[config.mk]
export PLATFORM = sky130hd
export DESIGN_NAME = sound_sequencer
export DESIGN_NICKNAME = d
export VERILOG_FILES = /design/src/rtl/sound_pkg.sv /design/src/rtl/sound_sequencer_length_timer.sv /design/src/rtl/sound_sequencer.sv
export SDC_FILE = /design/constraint.sdc
export NUM_CORES = 1
export LEC_CHECK = 0
export ABC_CLOCK_PERIOD_IN_PS = 3100
export CORE_MARGIN = 8
export CORE_UTILIZATION = 40
export CTS_CLUSTER_SIZE = 40
export DETAILED_ROUTE_END_ITERATION = 8
export SYNTH_ARGS = -nofsm -noshare
export SYNTH_HDL_FRONTEND = slang
export SYNTH_SLANG_ARGS = --single-unit
[constraint.sdc]
create_clock -name system_clock -period 3.1 [get_ports system_clock]
set_clock_uncertainty 0.1 [all_clocks]
set_input_delay 0.62 -clock system_clock [delete_from_list [all_inputs] [get_ports system_clock]]
set_output_delay 0.62 -clock system_clock [all_outputs]
set_load 0.01 [all_outputs]
[src/rtl/sound_pkg.sv]
// Shared constants for the sound unit: frame-sequencer step decode masks,
// length-counter limits and channel indices.
package sound_pkg;

  // Bit n of each mask is set when step n carries that tick.
  localparam logic [7:0] STEP_LEN   = 8'h55;
  localparam logic [7:0] STEP_SWEEP = 8'h44;
  localparam logic [7:0] STEP_ENV   = 8'h80;

  localparam int LEN_MAX_SQ   = 64;
  localparam int LEN_MAX_WAVE = 256;

  typedef enum logic [1:0] {
    CH_SQ1   = 2'd0,
    CH_SQ2   = 2'd1,
    CH_WAVE  = 2'd2,
    CH_NOISE = 2'd3
  } chan_e;

endpackage

[src/rtl/sound_sequencer_length_timer.sv]
// Per-channel length counter: NRx1 load, trigger reload of an empty counter,
// decrement on the length tick and a one-cycle expiry flag.
module length_timer
  import sound_pkg::*;
#(
  parameter int W   = 7,
  parameter int MAX = 64
) (
  input  logic       clk,
  input  logic       rst,
  input  logic       enable,
  input  logic       load,
  input  logic [7:0] load_data,
  input  logic       len_wr,
  input  logic       len_en_data,
  input  logic       trig,
  input  logic       tick,
  output logic       expire
);

  localparam logic [7:0]   LOAD_MASK = 8'(MAX - 1);
  localparam logic [W-1:0] MAX_CNT   = W'(MAX);

  logic [W-1:0] cnt_reg, cnt_next, load_cnt;
  logic         len_en_reg;

  assign load_cnt = MAX_CNT - W'(load_data & LOAD_MASK);

  // Load first, then the trigger reload sees the loaded value; either one
  // suppresses the decrement for that cycle.
  always_comb begin
    cnt_next = cnt_reg;
    expire   = 1'b0;
    if (load) begin
      cnt_next = load_cnt;
    end
    if (trig) begin
      if (cnt_next == '0) begin
        cnt_next = MAX_CNT;
      end
    end else if (!load && tick && len_en_reg && (cnt_reg != '0)) begin
      cnt_next = cnt_reg - W'(1);
      expire   = (cnt_reg == W'(1));
    end
  end

  always_ff @(posedge clk or posedge rst) begin
    if (rst) begin
      cnt_reg    <= '0;
      len_en_reg <= 1'b0;
    end else if (!enable) begin
      cnt_reg    <= '0;
      len_en_reg <= 1'b0;
    end else begin
      cnt_reg <= cnt_next;
      if (len_wr) begin
        len_en_reg <= len_en_data;
      end
    end
  end

endmodule

[src/rtl/sound_sequencer.sv]
// Frame sequencer and channel-status controller: 512 Hz step prescaler,
// tick decode, NRx4 trigger strobes, length timers and NR52 active bits.
module sound_sequencer
  import sound_pkg::*;
#(
  parameter int DIV   = 32768,
  parameter int DIV_W = 15
) (
  input  logic       system_clock,
  input  logic       reset,
  input  logic       master_en,
  input  logic [3:0] nrx1_wr,
  input  logic [3:0] nrx4_wr,
  input  logic [7:0] nrx1_data,
  input  logic [7:0] nrx4_data,
  input  logic [3:0] dac_on,
  input  logic       sweep_overflow,
  output logic       tick_length,
  output logic       tick_sweep,
  output logic       tick_envelope,
  output logic [2:0] step,
  output logic [3:0] trigger,
  output logic [3:0] chan_active
);

  localparam logic [DIV_W-1:0] PRESCALE_LAST = DIV_W'(DIV - 1);

  logic [DIV_W-1:0] prescaler_reg;
  logic [2:0]       step_reg, step_next;
  logic             tick_length_reg, tick_sweep_reg, tick_envelope_reg;
  logic [3:0]       trigger_reg, active_reg, active_next;
  logic [3:0]       trig_req, expire;
  logic             unused_nrx4_bits;

  assign trig_req         = nrx4_wr & {4{nrx4_data[7]}};
  assign step_next        = step_reg + 3'd1;
  assign unused_nrx4_bits = ^nrx4_data[5:0];

  genvar gi;
  generate
    for (gi = 0; gi < 4; gi++) begin : g_len
      localparam bit IS_WAVE = (gi == int'(CH_WAVE));
      length_timer #(
        .W   (IS_WAVE ? 9 : 7),
        .MAX (IS_WAVE ? LEN_MAX_WAVE : LEN_MAX_SQ)
      ) u_length_timer (
        .clk         (system_clock),
        .rst         (reset),
        .enable      (master_en),
        .load        (nrx1_wr[gi]),
        .load_data   (nrx1_data),
        .len_wr      (nrx4_wr[gi]),
        .len_en_data (nrx4_data[6]),
        .trig        (trig_req[gi]),
        .tick        (tick_length_reg),
        .expire      (expire[gi])
      );
    end
  endgenerate

  // Loss of the DAC or a sweep overflow outranks a trigger in the same cycle.
  always_comb begin
    active_next = active_reg;
    for (int i = 0; i < 4; i++) begin
      if (trig_req[i]) begin
        active_next[i] = dac_on[i];
      end
      if (expire[i] || !dac_on[i]) begin
        active_next[i] = 1'b0;
      end
    end
    if (sweep_overflow) begin
      active_next[int'(CH_SQ1)] = 1'b0;
    end
  end

  always_ff @(posedge system_clock or posedge reset) begin
    if (reset) begin
      prescaler_reg     <= '0;
      step_reg          <= 3'd7;
      tick_length_reg   <= 1'b0;
      tick_sweep_reg    <= 1'b0;
      tick_envelope_reg <= 1'b0;
      trigger_reg       <= '0;
      active_reg        <= '0;
    end else if (!master_en) begin
      prescaler_reg     <= '0;
      step_reg          <= 3'd7;
      tick_length_reg   <= 1'b0;
      tick_sweep_reg    <= 1'b0;
      tick_envelope_reg <= 1'b0;
      trigger_reg       <= '0;
      active_reg        <= '0;
    end else begin
      tick_length_reg   <= 1'b0;
      tick_sweep_reg    <= 1'b0;
      tick_envelope_reg <= 1'b0;
      if (prescaler_reg == PRESCALE_LAST) begin
        prescaler_reg     <= '0;
        step_reg          <= step_next;
        tick_length_reg   <= STEP_LEN[step_next];
        tick_sweep_reg    <= STEP_SWEEP[step_next];
        tick_envelope_reg <= STEP_ENV[step_next];
      end else begin
        prescaler_reg <= prescaler_reg + DIV_W'(1);
      end
      trigger_reg <= trig_req;
      active_reg  <= active_next;
    end
  end

  assign tick_length   = tick_length_reg;
  assign tick_sweep    = tick_sweep_reg;
  assign tick_envelope = tick_envelope_reg;
  assign step          = step_reg;
  assign trigger       = trigger_reg;
  assign chan_active   = active_reg;

endmodule

==> impl_metrics.csv, run 1 <==
group,metric,value,unit
floorplan,num_rows,35,
placement,hpwl,6810,um
finish,fillers,872,
clock_tree,clockBufferDepth,2,
clock_tree,cts_htree_levels,3,
power_and_ir_drop,vdd_ir_drop_max,254,uV
floorplan,die_x,114,um
sta,maxSlewViolCount,0,
sta,tightest_slew,0.641,ns
floorplan,io_pins,46,
critical_path,crit_fanout,5,
drt,drt-wirelength-per-cell,15.9,um
sta,rsz0062_at_grt,"no",
global_routing,antenna_found_initial,0,
global_routing,grt-ovfl-total,0,
clock_tree,postCtsSetupRepairBufs,0,
sta,hold_viol,0,
synthesis,syn_area_per_cell,9.24,sq um
sta,slew-limit-headroom,57.2,%
critical_path,critPathArrivalTime,2.70,ns
floorplan,start_util,41.3,%
synthesis,synthArstFlopShare,100,%
worst_hold_path,hold_class,"reg2reg",
floorplan,die_h,114,um
global_routing,grt_pass1_vias,3244,
finish,largest_reg_flops,30,
global_routing,grt_util_all_layers,15.4,%
synthesis,synth_fp_nets,458,
critical_path,crit_required,3.24,ns
drt,drc_errors,0,
drt,routed_wl,9360,um
synthesis,synth-seq-cells,63,
power_and_ir_drop,power.density,416,nW/um^2
global_routing,grt_use_met3,2.64,%
drt,dr.pass1.iters,4,
clock_tree,insertion_delay,0.33,ns
clock_tree,cts_resized,0,
synthesis,synth_edf_count,0,
finish,nets,501,
clock_tree,clkSlewWorstSetupHoldPaths,0.07,ns
drt,vias_per_cell,5.40,
global_routing,grt_max_degree,40,
clock_tree,numCtsBuffers,9,
synthesis,ys.flop_type,"dfrtp_1",
sta,fin_setup_tns,0,ns
global_routing,gr-max-usage-layer,"met2",
global_routing,grt_pass1_wl,16000,um
clock_tree,cts_sinks,63,
critical_path,crit_type,"in2reg",
critical_path,cp-end-kind,"register",
finish,final_common_cell,"dfrtp_1",
finish,n_antenna_cell,0,
clock_tree,cts_tree,"yes",
sta,whs,0.384,ns
power_and_ir_drop,leakage,1.95,nW
synthesis,synthDistinctLibCells,59,
clock_tree,cts_hold_buf,0,
clock_tree,clockRootBuffer,"clkbuf_8",
synthesis,yosysWarnings,0,
sta,max_freq,390,MHz
run,drv_cap,0,
drt,drtAntennaViolNets,0,
drt,dr.first_iter.drc_count,113,
sta,fin_crit_sh,82.7,%
placement,gp_congestion,0.874,
sta,period_minus_slack,2.56,ns
critical_path,crit_path_start_kind,"primary input",
drt,vias,3188,
synthesis,synth_cells,413,
global_routing,grt_util_met2,24.5,%
finish,drive_above_1_share,10.2,%
global_routing,grt_util_met1,20.0,%
finish,final_cell_mix,"dfrtp_1 (60), nor2_1 (43), nand2_1 (43)",
placement,port-buffer-count,39,
finish,area_growth,19.7,%
sta,finalSetupViolations,0,
synthesis,seq_area_frac_synth,41.4,%
floorplan,core_area,9240,sq um
synthesis,syn_area,3820,sq um
status,status,"complete, no violations",
floorplan,dieArea,12900,sq um
==> routing by layer <==
layer / vias to the layer above / share of wire, %
li1: 1563 / -
met1: 1574 / 47
met2: 42 / 49
met5: - / 0
met3: 9 / 3.0
met4: 0 / 1.4
==> synth_stat cells, drive strengths merged (3+ instances only) <==
library cell | instances | area (sq um)
a211oi | 15 | 113
a21oi | 20 | 100
a2bb2oi | 4 | 35.0
a31oi | 3 | 18.8
and2 | 4 | 25.0
and3 | 10 | 62.6
and4 | 3 | 26.3
buf | 10 | 68.8
clkbuf | 12 | 45.0
dfrtp | 60 | 1500
dfstp | 3 | 78.8
ha | 13 | 163
inv | 20 | 75.1
mux2 | 4 | 45.0
mux2i | 12 | 120
nand2 | 43 | 161
nand2b | 3 | 18.8
nand3 | 7 | 35.0
nand3b | 7 | 52.6
nand4 | 8 | 50.1
nor2 | 43 | 161
nor2b | 4 | 25.0
nor3 | 13 | 65.1
nor3b | 3 | 22.5
nor4 | 10 | 68.8
o211ai | 4 | 30.0
o21ai | 7 | 35.0
o311ai | 5 | 61.3
or3 | 4 | 25.0
or4 | 5 | 45.0
xnor2 | 15 | 131
xor2 | 12 | 105
==> through the flow <==
step	utilization [%]	setup WS (ns)	power [mW]	cells	area, sq um
global route	49.5	0.401	2.01	590	4570
floorplan	-	0.815	1.10	413	3820
CTS	49.5	0.544	1.93	590	4570
global placement	47.4	0.265	1.21	574	4380
detailed placement	47.4	0.221	1.22	574	4380
finish	49.5	0.538	1.90	590	4570
==> report_power, final <==
part | internal, mW | total, mW | switching [mW]
registers | 0.855 | 0.891 | 0.0360
logic | 0.138 | 0.308 | 0.170
clock network | 0.390 | 0.701 | 0.311
total | 1.38 | 1.90 | 0.517
==> critical path: stages <==
cell             delay, ns
clkdlybuf4s50_1       0.45
inv_1                 0.08
ha_1                  0.20
nor2b_1               0.30
and2_1                0.33
o221ai_1              0.20
a211o_1               0.27
a311oi_2              0.25
==> cells by family (layout without fill, tap and decap cells) <==
group	count (synthesis)	after routing	share of synthesized area, %
compound gates	75	75	14.6
simple gates	177	177	24.2
flops	63	63	41.4
fa+ha+maj	13	13	4.26
buf+inv	42	90	4.95
xor+xnor	27	27	6.20
mux	16	16	4.33
==> final cells by class <==
cell class	count	area, sq um	area share, %
Timing Repair Buffer	54	515	11.3
Sequential cell	63	1580	34.6
Inverter	20	75.1	1.64
Clock inverter	4	45.0	0.986
Clock buffer	12	145	3.18
Tap cell	129	161	3.53
Multi-Input combinational cell	308	2050	44.8
==> path summary, 6_finish.rpt <==
check | cells after the start | from | to | slack (ns)
max | 8 | nrx1_data[0] | g_len[2].u_length_timer.cnt_reg[8]$_DFF_PP0_ | 0.54
min | 1 | prescaler_reg[0]$_DFF_PP0_ | prescaler_reg[0]$_DFF_PP0_ | 0.38
max reg2reg | 8 | g_len[2].u_length_timer.cnt_reg[0]$_DFF_PP0_ | g_len[2].u_length_timer.cnt_reg[4]$_DFF_PP0_ | 0.82
min reg2reg | 1 | prescaler_reg[0]$_DFF_PP0_ | prescaler_reg[0]$_DFF_PP0_ | 0.38
max in group asynchronous | 3 | reset | g_len[0].u_length_timer.cnt_reg[4]$_DFF_PP0_ | 1.83
min in group asynchronous | 2 | reset | prescaler_reg[12]$_DFF_PP0_ | 0.49
Power figures use the tool's default switching activity.
==> inputs of run 2 (changes only) <==
--- a/config.mk
+++ b/config.mk
@@ -5,7 +5,7 @@
 export SDC_FILE = /design/constraint.sdc
 export NUM_CORES = 1
 export LEC_CHECK = 0
-export ABC_CLOCK_PERIOD_IN_PS = 3100
+export ABC_CLOCK_PERIOD_IN_PS = 2430
 export CORE_MARGIN = 8
 export CORE_UTILIZATION = 40
 export CTS_CLUSTER_SIZE = 40
==> constraint.sdc (replaced) <==
create_clock -name system_clock -period 2.43 [get_ports system_clock]
set_clock_uncertainty 0.1 [all_clocks]
set_input_delay 0.486 -clock system_clock [delete_from_list [all_inputs] [get_ports system_clock]]
set_output_delay 0.486 -clock system_clock [all_outputs]
set_load 0.01 [all_outputs]
==> impl_metrics.csv, run 2 (synthesis results as in run 1) <==
group,metric,value,unit
status,status,"complete, no violations",
sta,max_freq,449,MHz
finish,largest_reg_flops,30,
finish,fillers,884,
placement,port-buffer-count,39,
placement,gp_congestion,0.852,
critical_path,slowest_stage,"clkdlybuf4s50_1",
clock_tree,cts_sinks,63,
clock_tree,cts_htree_levels,3,
drt,drt-wirelength-per-cell,15.4,um
critical_path,crit_path_start_kind,"primary input",
sta,tightest_slew,0.514,ns
worst_hold_path,hold_class,"in2async",
finish,area_growth,25.8,%
clock_tree,clockRootBuffer,"clkbuf_8",
global_routing,grt_max_degree,38,
floorplan,core_area,9240,sq um
critical_path,critPathArrivalTime,2.37,ns
sta,fin_crit_sh,91.6,%
global_routing,grt_pass1_vias,3405,
drt,vias,3275,
sta,period_minus_slack,2.23,ns
critical_path,rr_startpoint,"g_len[1].u_length_timer.cnt_reg[0]$_DFF_PP0_",
finish,drive_above_1_share,15.5,%
clock_tree,clockBufferDepth,2,
critical_path,crit_fanout,4,
clock_tree,cts_resized,0,
finish,final_cell_area,4800,sq um
finish,final_core_utilization,52.0,%
critical_path,timing.rr.end,"g_len[1].u_length_timer.cnt_reg[3]$_DFF_PP0_",
drt,drc_errors,0,
global_routing,grt-ovfl-total,0,
drt,vias_per_cell,5.30,
global_routing,antenna_found_initial,0,
critical_path,crit_type,"in2reg",
clock_tree,cts_tree,"yes",
finish,final_cell_mix,"dfrtp_1 (60), nor2_1 (43), nand2_1 (43)",
floorplan,start_util,41.3,%
sta,fin_setup_tns,0,ns
clock_tree,insertion_delay,0.35,ns
drt,dr.first_iter.drc_count,121,
placement,place_ws,-0.172,ns
power_and_ir_drop,power.total,2.50,mW
sta,rsz0062_at_grt,"no",
placement,dpl_cell_area,4590,sq um
sta,maxSlewViolCount,0,
run,drv_cap,0,
finish,nets,529,
critical_path,crit_path_start,"nrx1_data[0]",
clock_tree,numCtsBuffers,9,
critical_path,crit_required,2.58,ns
drt,dr.pass1.iters,4,
floorplan,dieArea,12900,sq um
finish,n_antenna_cell,0,
critical_path,cp-end-kind,"register",
sta,hold_viol,0,
drt,routed_wl,9500,um
floorplan,die_h,114,um
critical_path,rrSetupSlack,0.24,ns
finish,final_common_cell,"dfrtp_1",
floorplan,io_pins,46,
critical_path,path_cells,"clkdlybuf4s50_1, or3_1, o31ai_2, a31oi_1, buf_4, and4_1, nor4_2",
floorplan,die_x,114,um
critical_path,critPathMaxStageDelay,0.46,ns
clock_tree,clkSlewWorstSetupHoldPaths,0.07,ns
power_and_ir_drop,leakage,2.10,nW
drt,drtAntennaViolNets,0,
global_routing,grt_pass1_wl,16500,um
global_routing,grt_util_all_layers,15.7,%
floorplan,num_rows,35,
power_and_ir_drop,power.density,521,nW/um^2
power_and_ir_drop,vdd_ir_drop_max,262,uV
critical_path,r2r_cells,8,
sta,finalSetupViolations,0,
sta,slew-limit-headroom,65.7,%
sta,setup_ws,0.205,ns
placement,hpwl,6960,um
-- run 2: cell count changes in the layout (fill, tap and decap cells not counted), sizes merged --
cell,before,now
buf,15,43
-- run 2: how the worst max path moves through the flow --
stage / to / slack, ns
6_report: g_len[0].u_length_timer.cnt_reg[6]$_DFF_PP0_ / 0.20
5_1_grt: g_len[3].u_length_timer.cnt_reg[5]$_DFF_PP0_ / 0.05
4_1_cts: g_len[1].u_length_timer.cnt_reg[5]$_DFF_PP0_ / 0.11
3_5_place_dp: g_len[0].u_length_timer.cnt_reg[6]$_DFF_PP0_ / -0.17
3_3_place_gp: g_len[0].u_length_timer.cnt_reg[6]$_DFF_PP0_ / -0.10
2_1_floorplan: chan_active[0]$_DFFE_PP0P_ / 0.28
-- run 2: power by group --
part / total (mW) / switching [mW] / internal, mW
registers: 1.14 / 0.0454 / 1.09
clock network: 0.937 / 0.412 / 0.525
logic: 0.430 / 0.224 / 0.206
-- run 2: final cells by class --
type / count / area, sq um / area share, %
Multi-Input combinational cell: 308 / 2050 / 42.6
Sequential cell: 63 / 1580 / 32.9
Timing Repair Buffer: 82 / 738 / 15.4
Tap cell: 129 / 161 / 3.36
Clock buffer: 12 / 155 / 3.23
Inverter: 20 / 75.1 / 1.56
Clock inverter: 4 / 45.0 / 0.938
-- run 2: repair_timing --
item	4_1_cts	5_1_grt
hold buffers	0	0
hold endpoints to repair	0	0
buffers inserted	0	1
setup endpoints to repair	0	1
-- run 2: metal layers --
layer | part of all wire (%) | wire length [um] | vias to the layer above | track usage (%)
met1 | 46 | 4390 | 1590 | 19.5
li1 | - | - | 1628 | -
met4 | 1.3 | 119 | 0 | 4.62
met5 | 0 | 0 | - | 0
met3 | 3.5 | 337 | 12 | 3.06
met2 | 49 | 4650 | 45 | 26.7
-- run 2: critical path, delay by kind of cell --
family	cells	cell delay, ns
buffers and inverters	2	0.62
AND/OR/NAND/NOR	3	0.86
AO/OA/AOI/OAI	2	0.40
-- run 2: stage by stage --
stage / instances / hold WS, ns
detailed placement: 601 / 0.369
global placement: 601 / 0.367
floorplan: 413 / 0.340
finish: 618 / 0.292
global route: 618 / 0.327
CTS: 617 / 0.300
